File: src/rtl/lwc_api_pkg.sv
// lwc_api_pkg: shared LWC output-side constants and the stored FIFO entry format
// Contents: LWC_W (byte width), ENTRY_W (byte plus last flag), STATUS_SUCCESS / STATUS_FAILURE
// status-byte codes, and entry_t (last flag packed above the data byte).
package lwc_api_pkg;
  localparam int LWC_W = 8;
  localparam int ENTRY_W = LWC_W + 1;
  localparam logic [LWC_W-1:0] STATUS_SUCCESS = 8'hE0;
  localparam logic [LWC_W-1:0] STATUS_FAILURE = 8'hF0;
  typedef struct packed {
    logic last;
    logic [LWC_W-1:0] data;
  } entry_t;
endpackage

File: src/rtl/lwc_do_buffer_if.sv
// lwc_do_buffer_if: byte stream handshake (data, valid, last, ready)
// master drives data/valid/last and samples ready; slave does the reverse.
interface lwc_do_buffer_if;
  import lwc_api_pkg::*;
  logic [LWC_W-1:0] data;
  logic valid;
  logic last;
  logic ready;
  modport master(output data, valid, last, input ready);
  modport slave(input data, valid, last, output ready);
endinterface

File: src/rtl/lwc_fifo_mem.sv
// lwc_fifo_mem: DEPTH x entry_t register array, one write port, async read
// Ports: clk, rst (async active-low, clears contents), we/waddr/wdata write port,
// raddr/rdata combinational read port.
module lwc_fifo_mem
  import lwc_api_pkg::*;
#(
  parameter int DEPTH = 16,
  parameter int AW = 4
) (
  input  logic          clk,
  input  logic          rst,
  input  logic          we,
  input  logic [AW-1:0] waddr,
  input  entry_t        wdata,
  input  logic [AW-1:0] raddr,
  output entry_t        rdata
);
  entry_t mem [DEPTH];
  always_ff @(posedge clk or negedge rst)
    if (!rst) for (int i = 0; i < DEPTH; i++) mem[i] <= '0;
    else if (we) mem[waddr] <= wdata;
  assign rdata = mem[raddr];
endmodule

File: src/rtl/lwc_do_buffer.sv
// lwc_do_buffer: elastic output FIFO between the LWC do_* stream and an external sink
// Ports: clk, rst (async active-low); din (slave: do_data/do_valid/do_last in, do_ready out);
// dout (master: out_data/out_valid/out_last out, out_ready in); level (occupancy 0..DEPTH);
// msg_cnt (messages delivered, wraps); auth_ok/auth_fail/proto_err (status pulses).
// Build option: define LWC_DO_STATUS_CHK_EN to decode the final byte of each delivered
// message; otherwise the three status outputs are tied low.
module lwc_do_buffer
  import lwc_api_pkg::*;
#(
  parameter int DEPTH = 16,
  parameter int AW = 4
) (
  input  logic          clk,
  input  logic          rst,
  lwc_do_buffer_if.slave  din,
  lwc_do_buffer_if.master dout,
  output logic [AW:0]   level,
  output logic [7:0]    msg_cnt,
  output logic          auth_ok,
  output logic          auth_fail,
  output logic          proto_err
);
  logic [AW-1:0] wr_ptr, rd_ptr;
  logic [AW:0] level_nxt;
  logic push, pop;
  entry_t wr_entry, rd_entry;
  assign push = din.valid & din.ready;
  assign pop = dout.valid & dout.ready;
  assign level_nxt = level + {{AW{1'b0}}, push} - {{AW{1'b0}}, pop};
  assign wr_entry = {din.last, din.data};
  assign dout.valid = level != '0;
  assign dout.data = rd_entry.data;
  assign dout.last = rd_entry.last;
  lwc_fifo_mem #(.DEPTH(DEPTH), .AW(AW)) u_mem (
    .clk(clk),
    .rst(rst),
    .we(push),
    .waddr(wr_ptr),
    .wdata(wr_entry),
    .raddr(rd_ptr),
    .rdata(rd_entry)
  );
  // DEPTH is a power of two, so pointers wrap naturally at AW bits.
  // ready looks at next-state level so a push that fills the FIFO blocks the following cycle.
  always_ff @(posedge clk or negedge rst)
    if (!rst) begin
      wr_ptr <= '0;
      rd_ptr <= '0;
      level <= '0;
      msg_cnt <= '0;
      din.ready <= 1'b0;
    end else begin
      wr_ptr <= wr_ptr + AW'(push);
      rd_ptr <= rd_ptr + AW'(pop);
      level <= level_nxt;
      msg_cnt <= msg_cnt + 8'(pop & dout.last);
      din.ready <= level_nxt < (AW+1)'(DEPTH);
    end
`ifdef LWC_DO_STATUS_CHK_EN
  logic done;
  assign done = pop & dout.last;
  always_ff @(posedge clk or negedge rst)
    if (!rst) begin
      auth_ok <= 1'b0;
      auth_fail <= 1'b0;
      proto_err <= 1'b0;
    end else begin
      auth_ok <= done & (dout.data == STATUS_SUCCESS);
      auth_fail <= done & (dout.data == STATUS_FAILURE);
      proto_err <= done & (dout.data != STATUS_SUCCESS) & (dout.data != STATUS_FAILURE);
    end
`else
  assign auth_ok = 1'b0;
  assign auth_fail = 1'b0;
  assign proto_err = 1'b0;
`endif
endmodule

File: src/flat_wrapper.sv
// flat-port wrapper written by rule: the top's interface ports become plain ports
module lwc_do_buffer_flat import lwc_api_pkg::*;
#(
  parameter int DEPTH = 16,
  parameter int AW = 4
)
  (clk, rst, level, msg_cnt, auth_ok, auth_fail, proto_err, din_data, din_valid, din_last, din_ready, dout_data, dout_valid, dout_last, dout_ready);
  lwc_do_buffer_if din_i ();
  lwc_do_buffer_if dout_i ();
  input  logic clk;
  input  logic rst;
  output logic [AW:0] level;
  output logic [7:0] msg_cnt;
  output logic auth_ok;
  output logic auth_fail;
  output logic proto_err;
  input wire logic [$bits(din_i.data)-1:0] din_data;
  input wire logic [$bits(din_i.valid)-1:0] din_valid;
  input wire logic [$bits(din_i.last)-1:0] din_last;
  output wire logic [$bits(din_i.ready)-1:0] din_ready;
  output wire logic [$bits(dout_i.data)-1:0] dout_data;
  output wire logic [$bits(dout_i.valid)-1:0] dout_valid;
  output wire logic [$bits(dout_i.last)-1:0] dout_last;
  input wire logic [$bits(dout_i.ready)-1:0] dout_ready;
  assign din_i.data = din_data;
  assign din_i.valid = din_valid;
  assign din_i.last = din_last;
  assign din_ready = din_i.ready;
  assign dout_data = dout_i.data;
  assign dout_valid = dout_i.valid;
  assign dout_last = dout_i.last;
  assign dout_i.ready = dout_ready;
  lwc_do_buffer #(.DEPTH(DEPTH), .AW(AW)) u_core (.clk(clk), .rst(rst), .din(din_i), .dout(dout_i), .level(level), .msg_cnt(msg_cnt), .auth_ok(auth_ok), .auth_fail(auth_fail), .proto_err(proto_err));
endmodule
File: config.mk
export PLATFORM = sky130hd
export DESIGN_NAME = lwc_do_buffer_flat
export DESIGN_NICKNAME = d
export VERILOG_FILES = /design/src/rtl/lwc_api_pkg.sv /design/src/rtl/lwc_do_buffer_if.sv /design/src/rtl/lwc_fifo_mem.sv /design/src/rtl/lwc_do_buffer.sv /design/src/flat_wrapper.sv
export SDC_FILE = /design/constraint.sdc
export NUM_CORES = 1
export LEC_CHECK = 0
export CORE_ASPECT_RATIO = 2
export CORE_MARGIN = 2
export CORE_UTILIZATION = 55
export DETAILED_ROUTE_END_ITERATION = 7
export HOLD_SLACK_MARGIN = 0.15
export PLACE_DENSITY = 0.84
export SETUP_SLACK_MARGIN = 0.3
export SLEW_MARGIN = 15
export SYNTH_ARGS = -nofsm -noshare
export SYNTH_HDL_FRONTEND = slang
export SYNTH_HIERARCHICAL = 1
export SYNTH_SLANG_ARGS = --single-unit
export TNS_END_PERCENT = 1
File: constraint.sdc
create_clock -name clk -period 5.25 [get_ports clk]
set_clock_uncertainty 0.15 [all_clocks]
set_input_delay 1.05 -clock clk [delete_from_list [all_inputs] [get_ports clk]]
set_output_delay 1.05 -clock clk [all_outputs]
set_load 0.05 [all_outputs]
**Word level (Yosys, flattened, before mapping)**

Cells that the tools add are included.

- Flip-flop bits (word level): 166
- Input port bits: 13
- Output and inout bits: 27

- Add/subtract/negate cells: 5
- Order comparisons: 4
- Muxes and demuxes: 6
- Bitwise operators: 5
- Reduce and logical (&&, ||, !) cells: 2

Operators with widths:

| cell | number |
|---|---|
| 144-bit bitwise mux | 1 |
| 9-bit binary-select mux with 4-bit select | 1 |
| 9-bit demux with 4-bit select | 1 |
| 9-bit two-way mux | 3 |
| 5-bit greater-or-equal comparator, second input constant | 2 |
| 4-bit inverter with 5-bit output | 2 |
| 4-bit by 1-bit adder with 4-bit output | 2 |
| 8-bit adder | 1 |
| 5-bit by 1-bit adder with 5-bit output | 1 |
| 5-bit by 1-bit < comparator with 1-bit output, second input constant | 1 |
| 5-bit < comparator, second input constant | 1 |
| 5-bit nonzero test | 1 |
| 5-bit by 1-bit subtractor with 5-bit output | 1 |
| 1-bit AND | 3 |
| 1-bit logical AND | 1 |

**Logic depth before layout (Yosys ltp)**

Gate-level depths: netlist (run 1).

- Depth after elaboration: 6
- Gate-level depth with buffers: 12

**By module**

Netlist (run 1), hierarchy kept.

Modules (own cells, without submodules):

| module | times used | cells an instance | area an instance (sq um) |
|---|---|---|---|
| lwc_fifo_mem | 1 | 406 | 6635.1 |
| lwc_do_buffer | 1 | 81 | 1019.7 |

**Worst setup path after synthesis (run 1)**

Ideal clock, no wire load.

- Path type: flip-flop to flip-flop
- Start point: register u_core.level[3]
- End point: register u_core.din.ready
- Setup time: 80 ps
- Arrival time: 3008 ps
- Setup slack: 2012 ps
- Stages on the path, launching flop included: 13
- Path buffers: 0
- Cell sequence: dfrtp_1 inv_1 ha_1 or4b_4 and2_1 ha_1 inv_1 ha_1 inv_1 fa_1 nand2b_1 a21oi_1 xor2_1

- Cells in the longest elaborated chain, start to end: 4
- Elaborated cells between the ends (all ways): 5
- Those cells by class: add/sub: 2; order compare: 1; bitwise: 1; reduce/logical: 1

RTL lines:

| what | RTL line | source |
|---|---|---|
| from (decl) | lwc_do_buffer.sv:17 | `output logic [AW:0] level,` |
| from (signal assigned) | lwc_do_buffer.sv:55 | `level <= level_nxt;` |
| 5-bit nonzero test | lwc_do_buffer.sv:31 | `assign dout.valid = level != '0;` |
| named net dout_valid | flat_wrapper.sv:22 | `output wire logic [$bits(dout_i.valid)-1:0] dout_valid;` |
| 1-bit AND | lwc_do_buffer.sv:28 | `assign pop = dout.valid & dout.ready;` |
| 5-bit by 1-bit subtractor with 5-bit output | lwc_do_buffer.sv:29 | `assign level_nxt = level + {{AW{1'b0}}, push} - {{AW{1'b0}}, pop};` |
| 5-bit < comparator | lwc_do_buffer.sv:57 | `din.ready <= level_nxt < (AW+1)'(DEPTH);` |
| to (signal assigned) | lwc_do_buffer.sv:57 |  |
| to (decl) | lwc_do_buffer_if.sv:10 | `modport slave(input data, valid, last, output ready);` |

The timed path passes the listed nets, and every way through them passes these cells.
A chain may end at the register's enable or synchronous reset.

**Worst setup path in the final report (run 1)**

- Start point: register u_core.rd_ptr[0]
- End point: output port dout_data[4]

- Cells in the longest elaborated chain, start to end: 4

RTL lines:

| what | RTL line | source |
|---|---|---|
| from (decl) | lwc_do_buffer.sv:23 | `logic [AW-1:0] wr_ptr, rd_ptr;` |
| from (signal assigned) | lwc_do_buffer.sv:54 | `rd_ptr <= rd_ptr + AW'(pop);` |
| 4-bit inverter with 5-bit output (implied by the code) | lwc_fifo_mem.sv:22 | `assign rdata = mem[raddr];` |
| 9-bit binary-select mux with 4-bit select | lwc_fifo_mem.sv:22 |  |
| 9-bit two-way mux (implied by the code) (2 in series) | lwc_fifo_mem.sv:22 |  |
| to (decl) | flat_wrapper.sv:21 | `output wire logic [$bits(dout_i.data)-1:0] dout_data;` |

Every way passes these cells. The select of a mux whose other input is x is not followed.

==> results of run 1 <==
==> registers in the layout (all words and copies together) (netlist names) <==
name	count
u_core/msg_cnt	8
u_core/level	5
u_core/wr_ptr	4
u_core/u_mem/mem	144
u_core/rd_ptr	4
u_core/din.ready	1
==> power by group through the flow <==
stage	Sequential, mW	Combinational (mW)	Clock, mW
final	2.29	2.37	1.19
after CTS	2.29	2.38	1.21
after global routing	2.37	2.52	1.27
after floorplan	2.22	1.80	0
after detailed placement	2.30	2.36	0
after global placement	2.27	2.29	0
==> worst min-delay path by stage <==
stage | start | end | slack, ns | depth (start not counted)
after floorplan | u_core/wr_ptr[3]$_DFF_PN0_ | u_core/wr_ptr[3]$_DFF_PN0_ | 0.30 | 1
after global placement | u_core/msg_cnt[7]$_DFF_PN0_ | u_core/msg_cnt[7]$_DFF_PN0_ | 0.31 | 1
after detailed placement | u_core/msg_cnt[7]$_DFF_PN0_ | u_core/msg_cnt[7]$_DFF_PN0_ | 0.32 | 1
after CTS | u_core/msg_cnt[7]$_DFF_PN0_ | u_core/msg_cnt[7]$_DFF_PN0_ | 0.33 | 1
after global routing | u_core/msg_cnt[7]$_DFF_PN0_ | u_core/msg_cnt[7]$_DFF_PN0_ | 0.34 | 1
final | u_core/msg_cnt[7]$_DFF_PN0_ | u_core/msg_cnt[7]$_DFF_PN0_ | 0.33 | 1
==> worst max-delay path: stages, from the launching register on <==
cell	delay, ns
dfrtp_2	0.71
buf_4	0.37
mux4_2	0.54
a22oi_1	0.28
nand2_1	0.11
clkdlybuf4s50_1	0.72
==> per-layer routing <==
layer / part of all wire / routed length, um / global-route usage / up-vias
met2: 0.53 / 8410 / 0.386 / 99
met3: 0.033 / 525 / 0.0429 / 29
met5: 0 / 0 / 0 / -
met1: 0.41 / 6580 / 0.307 / 2276
li1: - / - / - / 1861
met4: 0.026 / 414 / 0.0809 / 0
==> logic make-up (layout without fill, tap and decap cells) <==
kind of cell / after synthesis / after routing
multiplexers: 180 / 180
adder cells (fa/ha/maj): 13 / 13
flip-flops: 166 / 166
XOR/XNOR: 15 / 15
other: 1 / 3
buffers and inverters: 37 / 81
AND/OR/NAND/NOR: 54 / 54
AO/OA/AOI/OAI: 21 / 21
==> cells in the final DEF, fill, tap and decap left out, types with 4 or more instances in the layout <==
cell type | synthesis | routed
nor2_2 | 6 | 6
buf_4 | 6 | 4
xnor2_1 | 9 | 9
mux2_4 | 9 | 9
clkbuf_16 | 0 | 17
mux2_2 | 135 | 135
dfrtp_1 | 166 | 165
nand3_1 | 9 | 9
nand2_1 | 11 | 11
clkdlybuf4s50_1 | 0 | 35
xor2_1 | 6 | 6
ha_1 | 12 | 12
inv_1 | 8 | 8
mux4_2 | 36 | 36
clkinvlp_4 | 0 | 4
nor3_4 | 4 | 4
a22oi_1 | 18 | 18
==> final cells by class <==
cell class	instances	area (sq um)	area share
Sequential cell	166	4160	0.479
Clock inverter	10	96.3	0.0111
Inverter	8	30.0	0.00346
Multi-Input combinational cell	286	3320	0.382
Clock buffer	22	474	0.0546
Tap cell	157	196	0.0226
Timing Repair Buffer	41	412	0.0474
==> through the flow <==
step	area, sq um	hold slack, ns	util	std cells	setup slack (ns)
floorplan	7660	0.297	-	489	2.01
global placement	8110	0.313	0.590	658	1.34
detailed placement	8110	0.321	0.590	658	1.31
CTS	8680	0.332	0.632	690	0.837
global route	8680	0.336	0.632	690	0.739
finish	8680	0.328	0.632	690	0.908
==> flow_summary.toml, run 1 <==
[status]
status = "finished, final reports clean"

[worst_setup_path]
r2r-end = "u_core/din.ready$_DFF_PN0_"
critPathKind = "register to output port"
worstPathMaxFanout = 15
r2r_slack_ns = 2.10
required_ns = 4.05
worstPathArrival_ns = 3.14
worst_setup_path_endpoint = "dout_data[4]"
reg2reg_from = "u_core/level[2]$_DFF_PN0_"
critPathLaunchType = "register"
end_kind = "output port"
crit_start = "u_core/rd_ptr[0]$_DFF_PN0_"
r2r_cells = 12

[final_layout]
nets = 546
drive_above_1_share = 0.441
fillerInstances = 970
synthToLayoutAreaGrowth_pct = 13.4
num_antenna_cells = 0

[synthesis]
synthMuxAreaShare = 0.322
syn_inst = 487
synth_most_common_cell = "dfrtp_1"
synth_top_area_frac = 0.543
yosys.area_share.simple = 0.0505
ys_types = 36
synth_fa_ha_area_frac = 0.0222
seq_area_frac_synth = 0.543
ys.warnings.count = 6
synth_edf_count = 0
synthArstFlopShare = 1.00
synth_top_family_by_area = "multiplexers"
yosys-top-cells-area = "dfrtp_1 54%, mux2_2 20%, mux4_2 11%, ha_1 2.0%, a22oi_1 1.8%"
synthTopCellsByCount = "166 x dfrtp_1, 135 x mux2_2, 36 x mux4_2, 18 x a22oi_1, 12 x ha_1"
syn_avg_cell_area_sq_um = 15.7
ys_ff_latch = 166
synth_top_area_cell = "dfrtp_1"
synth-compound-area-share = 0.0199
syn_area_sq_um = 7650
ys.flop_type = "dfrtp_1"
synth-xor-area-share = 0.0172

[placed_design]
io_buffers = 36
routabilityCongestion = 0.782
place_hpwl_um = 9870

[power]
switchingPower_mw = 2.08
power_leakage_nw = 3.91
netSwitchingFraction = 0.356
clkPwrFrac = 0.203
power_density_nw_per_um2 = 673
seq_power_share = 0.392
peakVddDrop_v = 0.000463
total_power_mw = 5.84
intPower_mw = 3.76
p_comb_frac = 0.405

[floorplan]
die_height_um = 171
initial_core_util = 0.557
coreArea_sq_um = 13700
fp.dieW_um = 87.4
ios = 40
rows = 61
die_area_sq_um = 14900

[global_route]
grt_pass1_vias = 4706
grt_usage = 0.233
grt_max_degree = 104
antenna_found_initial = 0
grt_pass1_wl_um = 25700
grt_overflow = 0

[detailed_routing]
viasPerCell = 6.18
vias = 4265
routed_wirelength_um = 15900
drtIter0Drc = 284
drc = 0
postRouteAntennaNets = 0
dr.pass1.iters = 5
routedWlPerCell_um = 23.1

[clock_tree]
cts_tree = "yes"
clockBufferDepth = 2
h-tree-depth = 4
cts_setup_buffers = 0
numCtsBuffers = 17
cts.sinks = 166
clk_pin_slew_ns = 0.06
ctsResizeCount = 0
clock-root-buffer = "clkbuf_16"
clkLatencyLatePin_ns = 0.41
cts_hold_buf = 0

[worst_hold_path]
hold_path.class = "register to register"

[sta]
fin_setup_tns_ns = 0
slew_viol_final = 0
worst_pin_slew_ns = 1.12
post-route-min-period_ns = 4.34
slew_headroom = 0.250
fmax_mhz = 230
setup_viol = 0
hold_violations = 0
rsz0062_at_grt = "false"
min_period_over_period = 0.827

[flow_run]
maxCapViolCount = 0
Note: power is estimated with default switching activity, not from simulation.
==> run 2: changes to the inputs <==
--- a/config.mk
+++ b/config.mk
@@ -7,10 +7,10 @@
 export LEC_CHECK = 0
 export CORE_ASPECT_RATIO = 2
 export CORE_MARGIN = 2
-export CORE_UTILIZATION = 55
+export CORE_UTILIZATION = 54
 export DETAILED_ROUTE_END_ITERATION = 7
 export HOLD_SLACK_MARGIN = 0.15
-export PLACE_DENSITY = 0.84
+export PLACE_DENSITY = 0.86
 export SETUP_SLACK_MARGIN = 0.3
 export SLEW_MARGIN = 15
 export SYNTH_ARGS = -nofsm -noshare
==> constraint.sdc (replaced) <==
create_clock -name clk -period 3.9 [get_ports clk]
set_clock_uncertainty 0.15 [all_clocks]
set_input_delay 0.78 -clock clk [delete_from_list [all_inputs] [get_ports clk]]
set_output_delay 0.78 -clock clk [all_outputs]
set_load 0.05 [all_outputs]
==> flow_summary.toml, run 2 (same netlist as run 1, synthesis figures left out) <==
[status]
status = "finished, final reports clean"

[worst_setup_path]
critPathTopFamily = "buffers and inverters"
critPathKind = "register to output port"
worstPathMaxFanout = 22
cp_num_buf_inv = 2
critPathLaunchType = "register"
cpPeakStageDelay_ns = 0.71
required_ns = 2.97
slowest_stage = "clkdlybuf4s50_1"
end_kind = "output port"
crit_chain = "buf_12 > mux4_2 > a22oi_1 > nand2_1 > clkdlybuf4s50_1"
worstPathArrival_ns = 2.79
r2r_slack_ns = 0.86

[power]
seq_power_share = 0.379
p_comb_frac = 0.405
netSwitchingFraction = 0.357
peakVddDrop_v = 0.000335
power_leakage_nw = 4.00
clkPwrFrac = 0.216
power_density_nw_per_um2 = 912
intPower_mw = 5.18
switchingPower_mw = 2.87

[flow_run]
maxCapViolCount = 0

[clock_tree]
cts.sinks = 166
clk_pin_slew_ns = 0.07
clockBufferDepth = 2
cts_tree = "yes"
clkLatencyLatePin_ns = 0.42
cts_hold_buf = 0
clock-root-buffer = "clkbuf_16"
numCtsBuffers = 17
h-tree-depth = 4

[final_layout]
nets = 551
final-instance-count-excl-fill = 727
reg_top3 = "u_core/u_mem/mem x144, u_core/msg_cnt x8, u_core/level x5"
synthToLayoutAreaGrowth_pct = 15.3
drive_above_1_share = 0.455
layout_common_cells = "165 x dfrtp_1, 135 x mux2_2, 36 x mux4_2, 30 x clkdlybuf4s50_1, 18 x a22oi_1"
largest_reg_flops = 144
top_register = "u_core/u_mem/mem"
num_antenna_cells = 0
postLayoutCoreUtil = 0.635
layout_commonest_cell = "dfrtp_1"

[detailed_routing]
postRouteAntennaNets = 0
viasPerCell = 5.94
drtIter0Drc = 271
routedWlPerCell_um = 22.7
dr.pass1.iters = 4
vias = 4316
routed_wirelength_um = 16500
drc = 0

[worst_hold_path]
hold_path.class = "primary input to async pin"

[placed_design]
io_buffers = 36
routabilityCongestion = 0.801
place_hpwl_um = 10700
place_inst = 695

[sta]
slew_headroom = 0.457
rsz0062_at_grt = "true"
fmax_mhz = 269
setup_viol = 0
post-route-min-period_ns = 3.72
min_period_over_period = 0.954
hold_violations = 0
fin_setup_tns_ns = 0
worst_pin_slew_ns = 0.814
slew_viol_final = 0

[floorplan]
ios = 40
fp.dieW_um = 88.2
die_area_sq_um = 15200
initial_core_util = 0.551
coreArea_sq_um = 13900
die_height_um = 172
rows = 61

[global_route]
grt_usage = 0.235
grt_max_degree = 95
grt_pass1_vias = 4742
grt_overflow = 0
grt_pass1_wl_um = 26000
antenna_found_initial = 0
## run 2: cell types whose count changed in the layout (fill, tap and decap cells not counted), sizes merged, moves of 2 or more
cell,before,now
clkinvlp,4,2
clkdlybuf4s50,35,30
inv,10,14
buf,6,14
clkbuf,22,17
bufinv,1,3
## run 2: area by class of cell
| cell class | instances | area [sq um] |
|---|---|---|
| tap | 189 | 236 |
| clock inverter | 15 | 191 |
| multi-input combinational | 286 | 3320 |
| clock buffer | 17 | 425 |
| fill | 985 | 5060 |
| inverter | 8 | 30.0 |
| timing repair buffer | 46 | 468 |
| sequential | 166 | 4160 |
## run 2: routing by layer
metal,GRT usage,wire length (um),vias up
met5,0,0,-
met4,0.0935,529,0
met3,0.0434,731,32
met2,0.411,8970,115
met1,0.281,6270,2303
li1,-,-,1866
## run 2: metrics by stage
stage	hold WS (ns)	instance area (sq um)	setup WS [ns]	power, mW
after floorplan	0.297	7660	0.662	5.41
after global placement	0.313	8210	0.572	6.17
after detailed placement	0.336	8210	0.570	6.34
after CTS	0.255	8820	0.0921	8.10
after global routing	0.276	8830	0.0803	8.45
final	0.211	8830	0.181	8.05
## run 2: final timing paths
check | start | endpoint | cells after the start
worst max-delay path | u_core/rd_ptr[0]$_DFF_PN0_ | dout_data[5] | 5
worst min-delay path | rst | u_core/msg_cnt[2]$_DFF_PN0_ | 1
worst max register to register | u_core/level[2]$_DFF_PN0_ | u_core/din.ready$_DFF_PN0_ | 12
worst min register to register | u_core/msg_cnt[7]$_DFF_PN0_ | u_core/msg_cnt[7]$_DFF_PN0_ | 1
max in group asynchronous | rst | u_core/u_mem/mem[97]$_DFFE_PN0P_ | 2
min in group clk | u_core/msg_cnt[7]$_DFF_PN0_ | u_core/msg_cnt[7]$_DFF_PN0_ | 1
## run 2: repair_timing
item | 4_1_cts | 5_1_grt
pin swaps | 0 | 0
gates resized for setup | 1 | 2
buffers inserted | 0 | 0
endpoints found under the setup margin | 6 | 6
## run 2: worst register-to-register path, cell delays in order, from the launching register on
cell and delay [ns]:
dfrtp_1 0.40, inv_1 0.09, ha_1 0.14, or4b_4 0.46, and2_1 0.22, ha_1 0.29, inv_1 0.06, ha_1 0.15
inv_1 0.05, fa_1 0.39, nand2b_1 0.16, a21oi_1 0.23, xor2_1 0.18
## run 2: power groups by stage
stage          combinational (mW)  clock [mW]  sequential (mW)
2_1_floorplan                2.42           0             2.99
3_3_place_gp                 3.17           0             3.00
3_5_place_dp                 3.27           0             3.06
4_1_cts                      3.29        1.77             3.04
5_1_grt                      3.46        1.84             3.15
6_report                     3.26        1.74             3.05
